`src/rtl/mdu_pkg.sv`:
```
// Shared definitions for the multiply/divide unit: FSM states, Booth step codes,
// default sizing.
package mdu_pkg;

    localparam int WIDTH_DEF = 32;
    localparam int CNT_W_DEF = 6;

    typedef enum logic [1:0] {
        IDLE    = 2'd0,
        MULT    = 2'd1,
        DIV     = 2'd2,
        DIV_FIX = 2'd3
    } state_t;

    typedef enum logic [1:0] {
        BOOTH_NOP = 2'd0,
        BOOTH_ADD = 2'd1,
        BOOTH_SUB = 2'd2
    } booth_op_t;

    // Radix-2 Booth recoding of the {Q0, Q-1} pair.
    function automatic booth_op_t booth_decode(input logic [1:0] q_pair);
        case (q_pair)
            2'b01:   return BOOTH_ADD;
            2'b10:   return BOOTH_SUB;
            default: return BOOTH_NOP;
        endcase
    endfunction

endpackage

```
`src/rtl/mult_div_unit_div_core.sv`:
```
// One restoring-division step on unsigned magnitudes: shift in the next dividend
// bit, trial-subtract the divisor, keep or restore.
module div_core #(
    parameter int WIDTH = 32
) (
    input  logic [WIDTH-1:0] i_rem,
    input  logic [WIDTH-1:0] i_quo,
    input  logic [WIDTH-1:0] i_dvs,
    output logic [WIDTH-1:0] o_rem,
    output logic [WIDTH-1:0] o_quo
);

    logic [WIDTH:0] w_rem_sh;
    logic [WIDTH:0] w_diff;
    logic           w_qbit;

    // The quotient register doubles as the dividend shifter; its MSB feeds the remainder.
    assign w_rem_sh = {i_rem, i_quo[WIDTH-1]};
    assign w_diff   = w_rem_sh - {1'b0, i_dvs};
    assign w_qbit   = ~w_diff[WIDTH];
    assign o_rem    = w_qbit ? w_diff[WIDTH-1:0] : w_rem_sh[WIDTH-1:0];
    assign o_quo    = {i_quo[WIDTH-2:0], w_qbit};

endmodule

```
`src/rtl/mult_div_unit.sv`:
```
// Multicycle signed multiply (radix-2 Booth) / divide (restoring) unit writing
// the HI/LO registers; one iteration per clock.
module mult_div_unit
    import mdu_pkg::*;
#(
    parameter int WIDTH = WIDTH_DEF,
    parameter int CNT_W = CNT_W_DEF
) (
    input  logic             clk,
    input  logic             reset,
    input  logic             start_mult,
    input  logic             start_div,
    input  logic [WIDTH-1:0] a_in,
    input  logic [WIDTH-1:0] b_in,
    output logic [WIDTH-1:0] hi_out,
    output logic [WIDTH-1:0] lo_out,
    output logic             busy,
    output logic             done,
    output logic             div_zero
);

    state_t             r_state;
    logic [CNT_W-1:0]   r_cnt;
    logic [2*WIDTH:0]   r_acc;
    logic [WIDTH-1:0]   r_mcand;
    logic [WIDTH-1:0]   r_rem;
    logic [WIDTH-1:0]   r_quo;
    logic [WIDTH-1:0]   r_dvs;
    logic [WIDTH-1:0]   r_hi;
    logic [WIDTH-1:0]   r_lo;
    logic               r_q_neg;
    logic               r_r_neg;
    logic               r_busy;
    logic               r_done;
    logic               r_div_zero;

    booth_op_t          w_bop;
    logic [WIDTH:0]     w_a_ext;
    logic [WIDTH:0]     w_m_ext;
    logic [WIDTH:0]     w_sum;
    logic [2*WIDTH:0]   w_acc_nxt;
    logic [WIDTH-1:0]   w_abs_a;
    logic [WIDTH-1:0]   w_abs_b;
    logic [WIDTH-1:0]   w_rem_nxt;
    logic [WIDTH-1:0]   w_quo_nxt;
    logic               w_last;

    // The add/sub runs one bit wider so the most-negative multiplicand cannot overflow A.
    assign w_bop   = booth_decode(r_acc[1:0]);
    assign w_a_ext = {r_acc[2*WIDTH], r_acc[2*WIDTH:WIDTH+1]};
    assign w_m_ext = {r_mcand[WIDTH-1], r_mcand};

    always_comb begin
        w_sum = w_a_ext;
        case (w_bop)
            BOOTH_ADD: w_sum = w_a_ext + w_m_ext;
            BOOTH_SUB: w_sum = w_a_ext - w_m_ext;
            default:   w_sum = w_a_ext;
        endcase
    end

    // Arithmetic shift right folded into the concatenation: sum bit 0 drops into Q.
    assign w_acc_nxt = {w_sum, r_acc[WIDTH:1]};

    assign w_abs_a = a_in[WIDTH-1] ? -a_in : a_in;
    assign w_abs_b = b_in[WIDTH-1] ? -b_in : b_in;
    assign w_last  = (r_cnt == CNT_W'(WIDTH - 1));

    div_core #(.WIDTH(WIDTH)) u_div_core (
        .i_rem (r_rem),
        .i_quo (r_quo),
        .i_dvs (r_dvs),
        .o_rem (w_rem_nxt),
        .o_quo (w_quo_nxt)
    );

    always_ff @(posedge clk or negedge reset) begin
        if (!reset) begin
            r_state    <= IDLE;
            r_cnt      <= '0;
            r_acc      <= '0;
            r_mcand    <= '0;
            r_rem      <= '0;
            r_quo      <= '0;
            r_dvs      <= '0;
            r_hi       <= '0;
            r_lo       <= '0;
            r_q_neg    <= 1'b0;
            r_r_neg    <= 1'b0;
            r_busy     <= 1'b0;
            r_done     <= 1'b0;
            r_div_zero <= 1'b0;
        end else begin
            r_done     <= 1'b0;
            r_div_zero <= 1'b0;
            case (r_state)
                IDLE: begin
                    if (start_mult) begin
                        r_acc   <= {{WIDTH{1'b0}}, b_in, 1'b0};
                        r_mcand <= a_in;
                        r_cnt   <= '0;
                        r_busy  <= 1'b1;
                        r_state <= MULT;
                    end else if (start_div) begin
                        if (b_in == '0) begin
                            r_done     <= 1'b1;
                            r_div_zero <= 1'b1;
                        end else begin
                            r_rem   <= '0;
                            r_quo   <= w_abs_a;
                            r_dvs   <= w_abs_b;
                            r_q_neg <= a_in[WIDTH-1] ^ b_in[WIDTH-1];
                            r_r_neg <= a_in[WIDTH-1];
                            r_cnt   <= '0;
                            r_busy  <= 1'b1;
                            r_state <= DIV;
                        end
                    end
                end
                MULT: begin
                    r_acc <= w_acc_nxt;
                    r_cnt <= r_cnt + CNT_W'(1);
                    if (w_last) begin
                        r_hi    <= w_acc_nxt[2*WIDTH:WIDTH+1];
                        r_lo    <= w_acc_nxt[WIDTH:1];
                        r_done  <= 1'b1;
                        r_busy  <= 1'b0;
                        r_state <= IDLE;
                    end
                end
                DIV: begin
                    r_rem <= w_rem_nxt;
                    r_quo <= w_quo_nxt;
                    r_cnt <= r_cnt + CNT_W'(1);
                    if (w_last) r_state <= DIV_FIX;
                end
                DIV_FIX: begin
                    r_lo    <= r_q_neg ? -r_quo : r_quo;
                    r_hi    <= r_r_neg ? -r_rem : r_rem;
                    r_done  <= 1'b1;
                    r_busy  <= 1'b0;
                    r_state <= IDLE;
                end
                default: r_state <= IDLE;
            endcase
        end
    end

    assign hi_out   = r_hi;
    assign lo_out   = r_lo;
    assign busy     = r_busy;
    assign done     = r_done;
    assign div_zero = r_div_zero;

endmodule

```
`config.mk`:
```
export PLATFORM = sky130hd
export DESIGN_NAME = mult_div_unit
export DESIGN_NICKNAME = d
export VERILOG_FILES = /design/src/rtl/mdu_pkg.sv /design/src/rtl/mult_div_unit_div_core.sv /design/src/rtl/mult_div_unit.sv
export SDC_FILE = /design/constraint.sdc
export NUM_CORES = 1
export LEC_CHECK = 0
export CAP_MARGIN = 20
export CORE_MARGIN = 5
export CORE_UTILIZATION = 60
export DETAILED_ROUTE_END_ITERATION = 7
export HOLD_SLACK_MARGIN = 0.1
export PLACE_DENSITY = 0.84
export SYNTH_ARGS = -nofsm -noshare
export SYNTH_HDL_FRONTEND = slang
export SYNTH_SLANG_ARGS = --single-unit
```
`constraint.sdc`:
```
create_clock -name clk -period 6 [get_ports clk]
set_clock_uncertainty 0.1 [all_clocks]
set_input_delay 0.6 -clock clk [delete_from_list [all_inputs] [get_ports clk]]
set_output_delay 0.6 -clock clk [all_outputs]
set_load 0.01 [all_outputs]
```
**After elaboration in Yosys (flattened, before gate mapping)**

Index checks and enable logic that the tools add are counted.

- Logic and storage cells: 100
- Input bits: 68
- Register bits: 270
- Output and inout port bits: 67

- Bitwise gates (word level): 4
- Reductions and logical operators: 16
- Multiplexer cells: 42
- Add/sub/neg operators: 8
- Eq/ne operators: 16

Operators with widths:

| cell | count |
|---|---|
| $mux 32 | 13 |
| $pmux 32 s2 | 4 |
| $pmux 65 s2 | 1 |
| $neg 32->32 | 4 |
| $pmux 33 s2 | 1 |
| $mux 65 | 1 |
| $add 32x32->33 | 1 |
| $sub 32x32->33 | 1 |
| $sub 33x32->33 | 1 |
| $logic_not 32->1 | 1 |
| $mux 6 | 3 |
| $reduce_and 4->1 | 4 |
| $ne 2x2->1 const B | 6 |
| $pmux 6 s2 | 1 |
| $mux 2 | 5 |
| $mux 1 | 9 |
| $eq 2x2->1 const B | 4 |
| $pmux 2 s4 | 1 |
| $reduce_bool 2->1 | 4 |
| $add 6x1->6 const B | 1 |
| $eq 2x1->1 const B | 3 |
| $eq 6x5->1 const B | 1 |
| $ne 3x3->1 const B | 2 |
| $pmux 1 s3 | 2 |
| other kinds (8) | 12 |

**Longest topological paths before layout**

- Depth in word-level cells: 6
- Mapped depth: 19
- Depth with buffers taken out: 17

**Modules after synthesis**

A second synthesis with hierarchy kept.

- Cells, all modules: 2,276
- Area total of the unflattened synthesis: 19,138.4 um^2

By module, submodules not included:

| module | area an instance (um^2) | seq. area each (um^2) | cells each | instances |
|---|---|---|---|---|
| mult_div_unit | 16,587.2 | 6,756.5 | 1,936 | 1 |
| div_core | 2,551.2 | 0.0 | 340 | 1 |

**Worst setup path before layout**

Ideal clock, no wire load.

- Path type: reg2reg
- Start point: register r_mcand[0]
- End point: register r_acc[63]
- Cell stages (with the launch flop): 19
- Slack: 1,823 ps
- Arrival time: 3,950 ps
- Buffers on the path: 2
- Path through: dfrtp_1 inv_1 ha_1 nor4b_1 nor2b_1 and2_0 clkbuf_1 a31oi_1 xnor2_1 ha_1 clkbuf_1 a21o_1 a21o_1 a21oi_1 or4b_1 o21a_1 o311ai_1 a2111o_1 nand3_1

- Longest elaborated chain between the ends: 3
- Elaborated cells on any way between the ends: 4

RTL lines:

| what | RTL line | RTL |
|---|---|---|
| from (decl) | mult_div_unit.sv:25 | `logic [WIDTH-1:0] r_mcand;` |
| from (signal assigned) | mult_div_unit.sv:100 | `r_mcand <= a_in;` |
| $sub 32x32->33 or $add 32x32->33 (tied branches) | mult_div_unit.sv:57, mult_div_unit.sv:56 |  |
| $pmux 33 s2 * | mult_div_unit.sv:55 | `case (w_bop)` |
| $pmux 65 s2 * | mult_div_unit.sv:96 | `case (r_state)` |
| to (signal assigned) | mult_div_unit.sv:99 | `r_acc <= {{WIDTH{1'b0}}, b_in, 1'b0};` |
| to (signal assigned) | mult_div_unit.sv:121 | `r_acc <= w_acc_nxt;` |
| to (decl) | mult_div_unit.sv:24 | `logic [2*WIDTH:0] r_acc;` |

Every way passes the cells marked *; elsewhere a longest branch is shown, timed or not.
A chain may end at the register's enable or synchronous reset.

**Final worst setup path**

Ends and elaborated chain as after synthesis.

==> results_dict.tcl <==
set metrics [dict create \
    status "complete, no violations" \
    crit_family "simple AND/OR/NAND/NOR gates" \
    die-area_um2 34660 \
    yosysTopAreaCell "dfrtp_1" \
    synth_fa_ha_area_share_pct 5.254 \
    cts-htree-levels 1 \
    worst_slack_ns 1.253 \
    slew_violations 0 \
    tightest_slew_ns 0.9531 \
    synth_seq_area_share_pct 36.28 \
    path_class "flop to flop" \
    wl_per_cell_um 20.85 \
    clk_root_buffer_cell "clkbuf_16" \
    period_minus_slack_ns 4.747 \
    num_vias 17350 \
    total_power_mw 12.47 \
    num-fill-cells 2343 \
    seqCellArea_um2 6756 \
    layout.nets 2420 \
    ys_types 80 \
    synth.area.mux_share_pct 6.436 \
    multi_input_area_um2 11180 \
    crit_top_cell "a21oi_1" \
    yosys.area_share.simple_pct 16.18 \
    ant_nets 0 \
    post_cts_buffers 0 \
    netlist.area_leader.share_pct 36.28 \
    layout-drive-gt1-share_pct 6.568 \
    setup_viol 0 \
    synth_xor_area_share_pct 9.258 \
    start_kind "flop" \
    synth_seq_cells 270 \
    end_kind "flop" \
    syn_area_um2 18620 \
    initial_utilization_pct 60.88 \
    syn_to_final_growth_pct 14.93 \
    p_per_area_nw_per_um2 582.7 \
    die_h_um 186.2 \
    grt_setup_unrepaired "no" \
    path_buf_inv 1 \
    portBuffers 134 \
    drc 0 \
    cp_slowest_cell "nor4b_1" \
    wirelength_um 56180 \
    slew_headroom_pct 36.46 \
    cts_made_buffers 31 \
    p_leak_nw 9.309 \
    synth_top_family_by_area "compound AO/OA/AOI/OAI gates" \
    dp_cells 2636 \
    dp_worst_setup_slack_ns 1.349 \
    utilization_pct 69.97 \
    cts_tree "built" \
    synth_compound_area_share_pct 22.61 \
    hp-class "flop to flop" \
    antennaDiodeCount 0 \
    clock_path_buffers 3 \
    ios 135 \
    placed_cell_area_um2 20250 \
    synth.avg_cell_area_um2 8.466 \
    grt_pass1_vias 16470 \
    design_area_um2 21400 \
    die-width_um 186.2 \
    synth_edf_count 0 \
    fin_crit_sh_pct 79.11 \
    critPathMaxFanout 7 \
    track_usage_pct 31.78 \
    viasPerCell 6.438 \
    fp-row-count 64 \
    cpPeakStageDelay_ns 0.52 \
    cap_violations 0 \
    cts_resized 0 \
    hold_viol 0 \
    hold_buffers 1 \
    required_ns 6.37 \
    hpwl_um 41040 \
    peakVddDrop_uv 406.5 \
    globalplace.congestion 0.9526 \
    drt-initial-drc-count 1984 \
    netlist_top_cells_area "dfrtp_1 (36%), o21ai_0 (7.3%), nand2_1 (5.9%), ha_1 (5.0%), a21oi_1 (5.0%)" \
    syn-num-nets 2345 \
    clock_latency_ns 0.58 \
    firstDrtPassIters 6 \
    grt_start_max_net_pins 149 \
    grt_pass1_wl_um 88510 \
    arrival_ns 5.11 \
    fmax_ghz 0.2107 \
    overflow 0 \
    yosys_warnings 0 \
    fin_setup_tns_ns 0 \
    synth_flop_cell "dfrtp_1" \
    ys_async_sr_fraction_pct 100.0 \
    whs_ns 0.3791 \
    fp.coreArea_um2 30590 \
    synthCells 2200 \
    fin_cells 2695 \
    antenna_found_initial 0 \
    clkSinkCount 270 \
    worstPathCellList "inv_1 > ha_1 > nor4b_1 > nor2b_1 > and2_0 > a21oi_1 > xnor2_1 > ha_1 > a21oi_1 > o21ai_1 > a21oi_1 > nor2b_1 > or4b_1 > o21a_1 > o311ai_1 > a2111o_1 > nand3_1" \
    clkTransAtPathRegs_ns 0.07 \
]
-- synthesized netlist by cell type, types with 35 or more instances --
master / number
dfrtp_1: 270
xor2_1: 98
ha_1: 75
o21ai_0: 270
nor2_1: 136
mux2i_1: 77
inv_1: 73
xnor2_1: 97
clkbuf_1: 80
nand2_1: 293
mux2_2: 38
nand3_1: 35
a21oi_1: 185
-- report_power, final --
part           total (mW)  switching, mW  internal (mW)
combinational        6.99           4.19           2.81
clock                2.09          0.824           1.26
sequential           3.39          0.847           2.55
total                12.5           5.86           6.62
-- layout by cell type, fill, tap and decap left out, types with 14 or more instances in the layout --
cell,synthesis,final
a21o_1,31,31
a21oi_1,185,185
a22o_1,30,30
a31oi_1,17,17
and3_1,17,17
buf_4,2,19
clkbuf_16,0,31
clkdlybuf4s50_1,0,133
dfrtp_1,270,270
ha_1,75,71
inv_1,73,73
mux2_2,38,38
mux2i_1,77,75
nand2_1,293,293
nand2b_1,24,24
nand3_1,35,35
nor2_1,136,136
nor2b_1,14,14
nor3_1,32,32
o211ai_1,16,16
o21a_1,17,17
o21ai_0,270,269
o31ai_1,34,34
o41ai_1,14,14
or3_1,28,27
xnor2_1,97,97
xor2_1,98,98
-- registers in the layout (all words and copies together), names as in the netlist, 2 cells and up --
signal	count
r_acc	65
hi_out	32
lo_out	32
r_dvs	32
r_mcand	32
r_quo	32
r_rem	32
r_cnt	6
r_state	2
-- area by class of cell --
type,count,share of cell area [%]
flip-flops and latches,270,31.57
clock inverters,21,1.385
well taps,396,2.315
clock buffers,36,3.899
repair buffers,157,7.295
multi-input cells,1740,52.22
inverters,75,1.315
-- metal layers --
metal  track usage (%)  vias up  wire, um
met1             43.55     8344     22520
met5                 0        -         0
met4             11.43        0      2285
met3             5.154      155      4981
met2             51.50      850     26390
li1                  -     8001         -
-- worst register-to-register path, delay by kind of cell, from the launching register on --
| family | cells | cell delay (ns) |
|---|---|---|
| adders and majority gates | 2 | 0.56 |
| and+or+nand+nor | 6 | 1.73 |
| xor gates and xnor gates | 1 | 0.17 |
| buffers and inverters | 1 | 0.09 |
| AOI/OAI and AO/OA | 7 | 1.56 |
| DFF | 1 | 0.44 |
-- cells by family (layout without fill, tap and decap cells) --
logic type / count (synthesis) / count (layout)
and+or+nand+nor: 650 / 650
DFF: 270 / 270
AOI/OAI and AO/OA: 702 / 702
adders and majority gates: 77 / 77
muxes: 115 / 115
xor gates and xnor gates: 196 / 196
buffers and inverters: 190 / 289
-- worst paths after layout --
check                                start          to  slack [ns]  cells past startpoint
min in group asynchronous            reset  lo_out[14]        0.62                      2
worst max register to register  r_mcand[0]   r_acc[63]        1.25                     17
max in group asynchronous            reset   r_rem[17]        3.85                      3
worst min-delay path            lo_out[30]  lo_out[30]        0.38                      2
worst min register to register  lo_out[30]  lo_out[30]        0.38                      2
worst max-delay path            r_mcand[0]   r_acc[63]        1.25                     17
No activity file was read; power rests on OpenSTA's default activity.
==> RTL change 1: new RTL, same settings <==
Change the package constant `WIDTH_DEF` from 32 to 24.
--- a/src/rtl/mdu_pkg.sv
+++ b/src/rtl/mdu_pkg.sv
@@ -4,3 +4,3 @@
 
-    localparam int WIDTH_DEF = 32;
+    localparam int WIDTH_DEF = 24;
     localparam int CNT_W_DEF = 6;
Ports: changed (resized a_in, b_in, hi_out and lo_out); port bits go from 135 to 103. The function was not compared with the original's and may differ.
==> RTL change 1 against the unedited design <==
Sequential power decreased by 24%. Critical path depth shrank 1. Design area is 26% lower. Power shrank 26%. Sequential cell count decreased by 64. Sequential share of layout area up 0.83 points. Area after synthesis down 25%. Routed wire length down 31%. Hold slack lost 0.0064 ns. Core utilization shrank 0.11 points. Cell count is 25% lower. Global-route usage shrank 3.1 points. Setup slack got worse by 0.15 ns.
==> RTL change 1: results (changes against the unedited design) <==
Global routing
  – Gr usage total: 0.287 (-0.0307)
  – Vias in the first global route: 12129 (-26%)
  – Met2 Usage GRT: 0.463 (-0.0522)
  – Pin count of the biggest net entering global routing: 90 (-40%)
  – Met1 usage: 0.382 (-0.0535)
  – First-pass GRT wire length: 62.4 mm (-30%)

Min path
  – WHS Endpoint: lo_out[19]$_DFFE_PN0P_

Yosys
  – Part of the Yosys area used for sequential elements: 0.369 (+0.00573)
  – Mapped Cells: 1648 (-25%)
  – Top post-synthesis cells by count: nand2_1 (220), dfrtp_1 (206), o21ai_0 (190)
  – Syn nets: 1761 (-25%)
  – Synth cell types: 67 (-16%)
  – Dominant cells by area after synthesis: dfrtp_1 (37%), o21ai_0 (6.8%), nand2_1 (5.9%)

Worst setup path
  – Crit-path max FO: 26 (+19)
  – Worst path top cell family by delay: compound AO/OA/AOI/OAI gates
  – Crit-path slowest cell: a2111oi_1
  – Arr. time, crit path: 5.23 ns (+0.12 ns)
  – CP peak stage delay: 0.75 ns (+0.23 ns)
  – Flop-to-flop setup slack: 1.10 ns (-0.15 ns)
  – Cells on worst reg2reg path: 16 (-1)
  – R2r endpoint: r_acc[48]$_DFFE_PN0P_

Floorplan
  – Die area: 26500 um2 (-24%)

Placement
  – GP Congestion: 0.898 (-5.8%)
  – Post-DP HPWL: 28.4 mm (-31%)
  – Port Buffers: 102 (-24%)

Cells and area
  – Multi-input gate area: 8310 um2 (-26%)
  – Layout cell share with drive strength beyond 1: 0.0560 (-0.00964)
  – Count of flip-flops and latches: 206 (-24%)
  – #MultiIn Comb: 1296 (-26%)
  – Final clock-cell share: 0.0412 (-0.0116)
  – Final non-filler cell total: 2026 (-25%)
  – Non-Clock Buffer Count: 118 (-25%)
  – Inverters: 59 (-21%)
  – Signal buf overhead: 0.0741 (+0.00119)
  – CLK BUF: 31 (-14%)

Clocking
  – Total CTS buffers: 23 (-26%)
  – Clk_lat worst skew: 0.52 ns (-0.06 ns)

Detailed routing
  – Drt initial violations: 1080 (-46%)
  – WL met3: 2.44 mm (-51%)
  – Detailed-route wire length per cell: 19.1 um (-8.2%)
  – Met2 Routed Length: 18.0 mm (-32%)
  – Pre-antenna DRT Iters: 5 (-1)
  – Via total after detailed routing: 12714 (-27%)

Timing
  – Worst hold margin: 0.373 ns (-0.00642 ns)
  – Worst-Margin Slew: 1.05 ns (+0.0986 ns)

Pwr
  – Int Power: 4.86 mW (-27%)
  – Worst vdd ir: 0.000343 V (-16%)
  – Lkg Pwr: 6.89 nW (-26%)

Outcome
  – Outcome: completed
-- RTL change 1: through the flow --
stage	setup WS [ns]	utilization
2_1_floorplan	1.99	-
3_3_place_gp	1.28	0.667
3_5_place_dp	1.17	0.667
4_1_cts	1.14	0.697
5_1_grt	0.584	0.699
6_report	1.10	0.699
-- RTL change 1: power groups by stage --
stage / Clock (mW) / Sequential (mW) / Combinational, mW
final: 1.28 / 2.57 / 5.34
after global routing: 1.35 / 2.64 / 5.90
after CTS: 1.29 / 2.55 / 5.26
after detailed placement: 0 / 2.57 / 5.21
after global placement: 0 / 2.54 / 5.05
after floorplan: 0 / 2.41 / 3.79
-- RTL change 1: worst max-delay path by stage --
stage | slack [ns] | startpoint | cells past startpoint | end
after floorplan | 1.99 | r_mcand[3]$_DFFE_PN0P_ | 15 | r_acc[48]$_DFFE_PN0P_
after global placement | 1.28 | r_acc[0]$_DFFE_PN0P_ | 16 | r_acc[48]$_DFFE_PN0P_
after detailed placement | 1.17 | r_acc[0]$_DFFE_PN0P_ | 16 | r_acc[48]$_DFFE_PN0P_
after CTS | 1.14 | r_acc[0]$_DFFE_PN0P_ | 16 | r_acc[48]$_DFFE_PN0P_
after global routing | 0.58 | r_acc[0]$_DFFE_PN0P_ | 16 | r_acc[48]$_DFFE_PN0P_
final | 1.10 | r_acc[0]$_DFFE_PN0P_ | 16 | r_acc[48]$_DFFE_PN0P_
-- RTL change 1: cells by family after synthesis --
logic type,count (synthesis),share of synthesized area
AOI/OAI and AO/OA,515,0.228
and+or+nand+nor,507,0.166
DFF,206,0.369
buffers and inverters,146,0.0397
xor gates and xnor gates,143,0.0895
muxes,70,0.0523
adders and majority gates,61,0.0556
-- RTL change 1: timing repair --
action / 4_1_cts / 5_1_grt
hold endpoints to repair: 43 / 0
hold buffers: 1 / 0
gates resized for setup: 0 / 0
==> RTL change 2: new RTL, same flow settings <==
Made on the original files. Register the output `hi_out` once more, with the module's reset; this adds one clock of latency there. The other outputs are not delayed to match.
--- a/src/rtl/mult_div_unit.sv
+++ b/src/rtl/mult_div_unit.sv
@@ -148,3 +148,9 @@
 
-    assign hi_out   = r_hi;
+    always_ff @(posedge clk or negedge reset) begin
+        if (!reset) begin
+            hi_out <= '0;
+        end else begin
+            hi_out <= r_hi;
+        end
+    end
     assign lo_out   = r_lo;
Behaviour: no difference found for any inputs over 4 cycles, from zero or initial values and one cycle with reset low; that may be too few to reach the edited logic, so the function may still have changed.
==> RTL change 2 against the unedited design <==
Area after synthesis is 2.7% higher. Design area rose by 2.8%. Sequential cell count increased by 32. Fmax down 4.9%. First-iteration DRC count decreased by 6.7%. Setup slack got worse by 0.25 ns. Non-clock buffer count fell by 2. Hold slack got worse by 0.11 ns. Critical path depth decreased by 1. Largest cell class unchanged. Routed wire length down 3.2%. Sequential share of layout area up 2.8 points. Power up 4.7%.
==> RTL change 2: results (changes against the unedited design) <==
Outcome
  – Outcome: completed

Placement
  – GP Congestion: 0.947 (-0.63%)
  – Post-DP HPWL: 39.8 mm (-3.1%)
  – Pre-CTS setup slack: 1.09 ns (-0.255 ns)

Detailed routing
  – Pre-antenna DRT Iters: 5 (-1)
  – Drt initial violations: 1852 (-6.7%)
  – Detailed-route wire length per cell: 20.1 um (-3.7%)
  – Via total after detailed routing: 17113 (-1.4%)

Cells and area
  – Nets: 2427 (+0.29%)
  – Layout cell share with drive strength beyond 1: 0.0555 (-0.0102)
  – Top reg by flops: r_acc
  – Largest register FFs: 65 (unchanged)

Worst setup path
  – Flop-to-flop setup slack: 1.01 ns (-0.25 ns)
  – Crit-path slowest cell: dfrtp_1
  – Arr. time, crit path: 5.34 ns (+0.23 ns)
  – R2r endpoint: r_hi[31]$_DFFE_PN0P_
  – Startpoint of the worst-slack reg-to-reg timing path: r_mcand[4]$_DFFE_PN0P_
  – Cells on worst reg2reg path: 16 (-1)
  – Crit-path max FO: 5 (-2)
  – CP peak stage delay: 0.45 ns (-0.07 ns)

Min path
  – WHS Endpoint: hi_out[22]$_DFF_PN0_
  – Hold Crit Start: r_hi[22]$_DFFE_PN0P_
  – Worst Hold Class: flip-flop to flip-flop
  – Worst hold path stage count: 0 (-2)

Yosys
  – Dominant cells by area after synthesis: dfrtp_1 (39%), nand2_1 (6.5%), o21ai_0 (5.4%)
  – Part of the Yosys area used for sequential elements: 0.395 (+0.0322)
  – Synth cell types: 73 (-8.8%)
  – Top post-synthesis cells by count: nand2_1 (332), dfrtp_1 (302), o21ai_0 (208)

Global routing
  – First-pass GRT wire length: 86.4 mm (-2.4%)
  – Vias in the first global route: 16215 (-1.5%)
  – Gr usage total: 0.296 (-0.0216)
  – Antenna violations before repair: 1 (+1)
  – Pin count of the biggest net entering global routing: 130 (-13%)

Clocking
  – Root buffer cell: clkbuf_16
  – Clk pin slew, worst setup/hold paths: 0.06 ns
  – Total CTS buffers: 31 (unchanged)
  – Post_cts resized: 0 (unchanged)

Pwr
  – Lkg Pwr: 9.68 nW (+3.9%)
  – Int Power: 7.10 mW (+7.3%)
  – Worst vdd ir: 0.000378 V (-6.9%)

Timing
  – Slew HR: 0.335 (-0.0300)
==> RTL change 2: power by group through the flow <==
stage	Clock, mW	Combinational [mW]	Sequential, mW
floorplan	0	5.00	3.46
global placement	0	6.72	3.67
detailed placement	0	6.93	3.70
CTS	2.20	7.00	3.69
global route	2.28	7.82	3.81
finish	2.19	7.14	3.73
==> RTL change 2: kinds of logic after synthesis <==
logic type,after synthesis,synth area share
buffers and inverters,182,0.0364
AND/OR/NAND/NOR,665,0.154
flip-flops,302,0.395
AO/OA/AOI/OAI,682,0.216
multiplexers,106,0.0578
XOR/XNOR,196,0.0897
adder cells (fa/ha/maj),77,0.0511
==> RTL change 2: repair_timing <==
action | in CTS | in global routing
buffers inserted | 0 | 0
hold buffers | 1 | 0
hold endpoints to repair | 17 | 0
==> RTL change 2: cell type report <==
type | count | area (um2)
sequential | 302 | 7560
multi-input combinational | 1726 | 10900
tap | 402 | 503
clock inverter | 13 | 254
fill | 2347 | 9550
inverter | 66 | 248
clock buffer | 44 | 915
antenna | 1 | 2.50
timing repair buffer | 155 | 1590
==> RTL change 2: how the worst max path moves through the flow <==
stage,endpoint,slack [ns],from
CTS,r_hi[31]$_DFFE_PN0P_,1.16,r_mcand[4]$_DFFE_PN0P_
global placement,r_quo[0]$_DFFE_PN0P_,1.24,b_in[15]
floorplan,r_hi[31]$_DFFE_PN0P_,1.58,r_mcand[9]$_DFFE_PN0P_
finish,r_hi[31]$_DFFE_PN0P_,1.01,r_mcand[4]$_DFFE_PN0P_
global route,r_hi[31]$_DFFE_PN0P_,0.83,r_mcand[8]$_DFFE_PN0P_
detailed placement,r_quo[8]$_DFFE_PN0P_,1.09,b_in[15]
==> RTL change 2: critical path, delay by kind of cell (launching register included) <==
kind	cells	cell delay (ns)
AOI/OAI and AO/OA	8	2.21
xor gates and xnor gates	2	0.38
and+or+nand+nor	4	0.99
adders and majority gates	1	0.36
DFF	1	0.45
muxes	1	0.36
==> RTL change 2: metrics by stage <==
step | instance area (um2) | hold WS, ns | instances
3_5_place_dp | 20700 | 0.265 | 2647
4_1_cts | 21900 | 0.274 | 2705
3_3_place_gp | 20700 | 0.260 | 2647
6_report | 22000 | 0.274 | 2709
5_1_grt | 22000 | 0.292 | 2708
2_1_floorplan | 19100 | 0.204 | 2210
==> RTL change 2: routing by layer <==
metal / GRT usage / routed length, um / up-vias
li1: - / - / 7968
met1: 0.406 / 22700 / 8280
met2: 0.485 / 25700 / 727
met3: 0.0409 / 3800 / 138
met4: 0.110 / 2190 / 0
met5: 0 / 0 / -
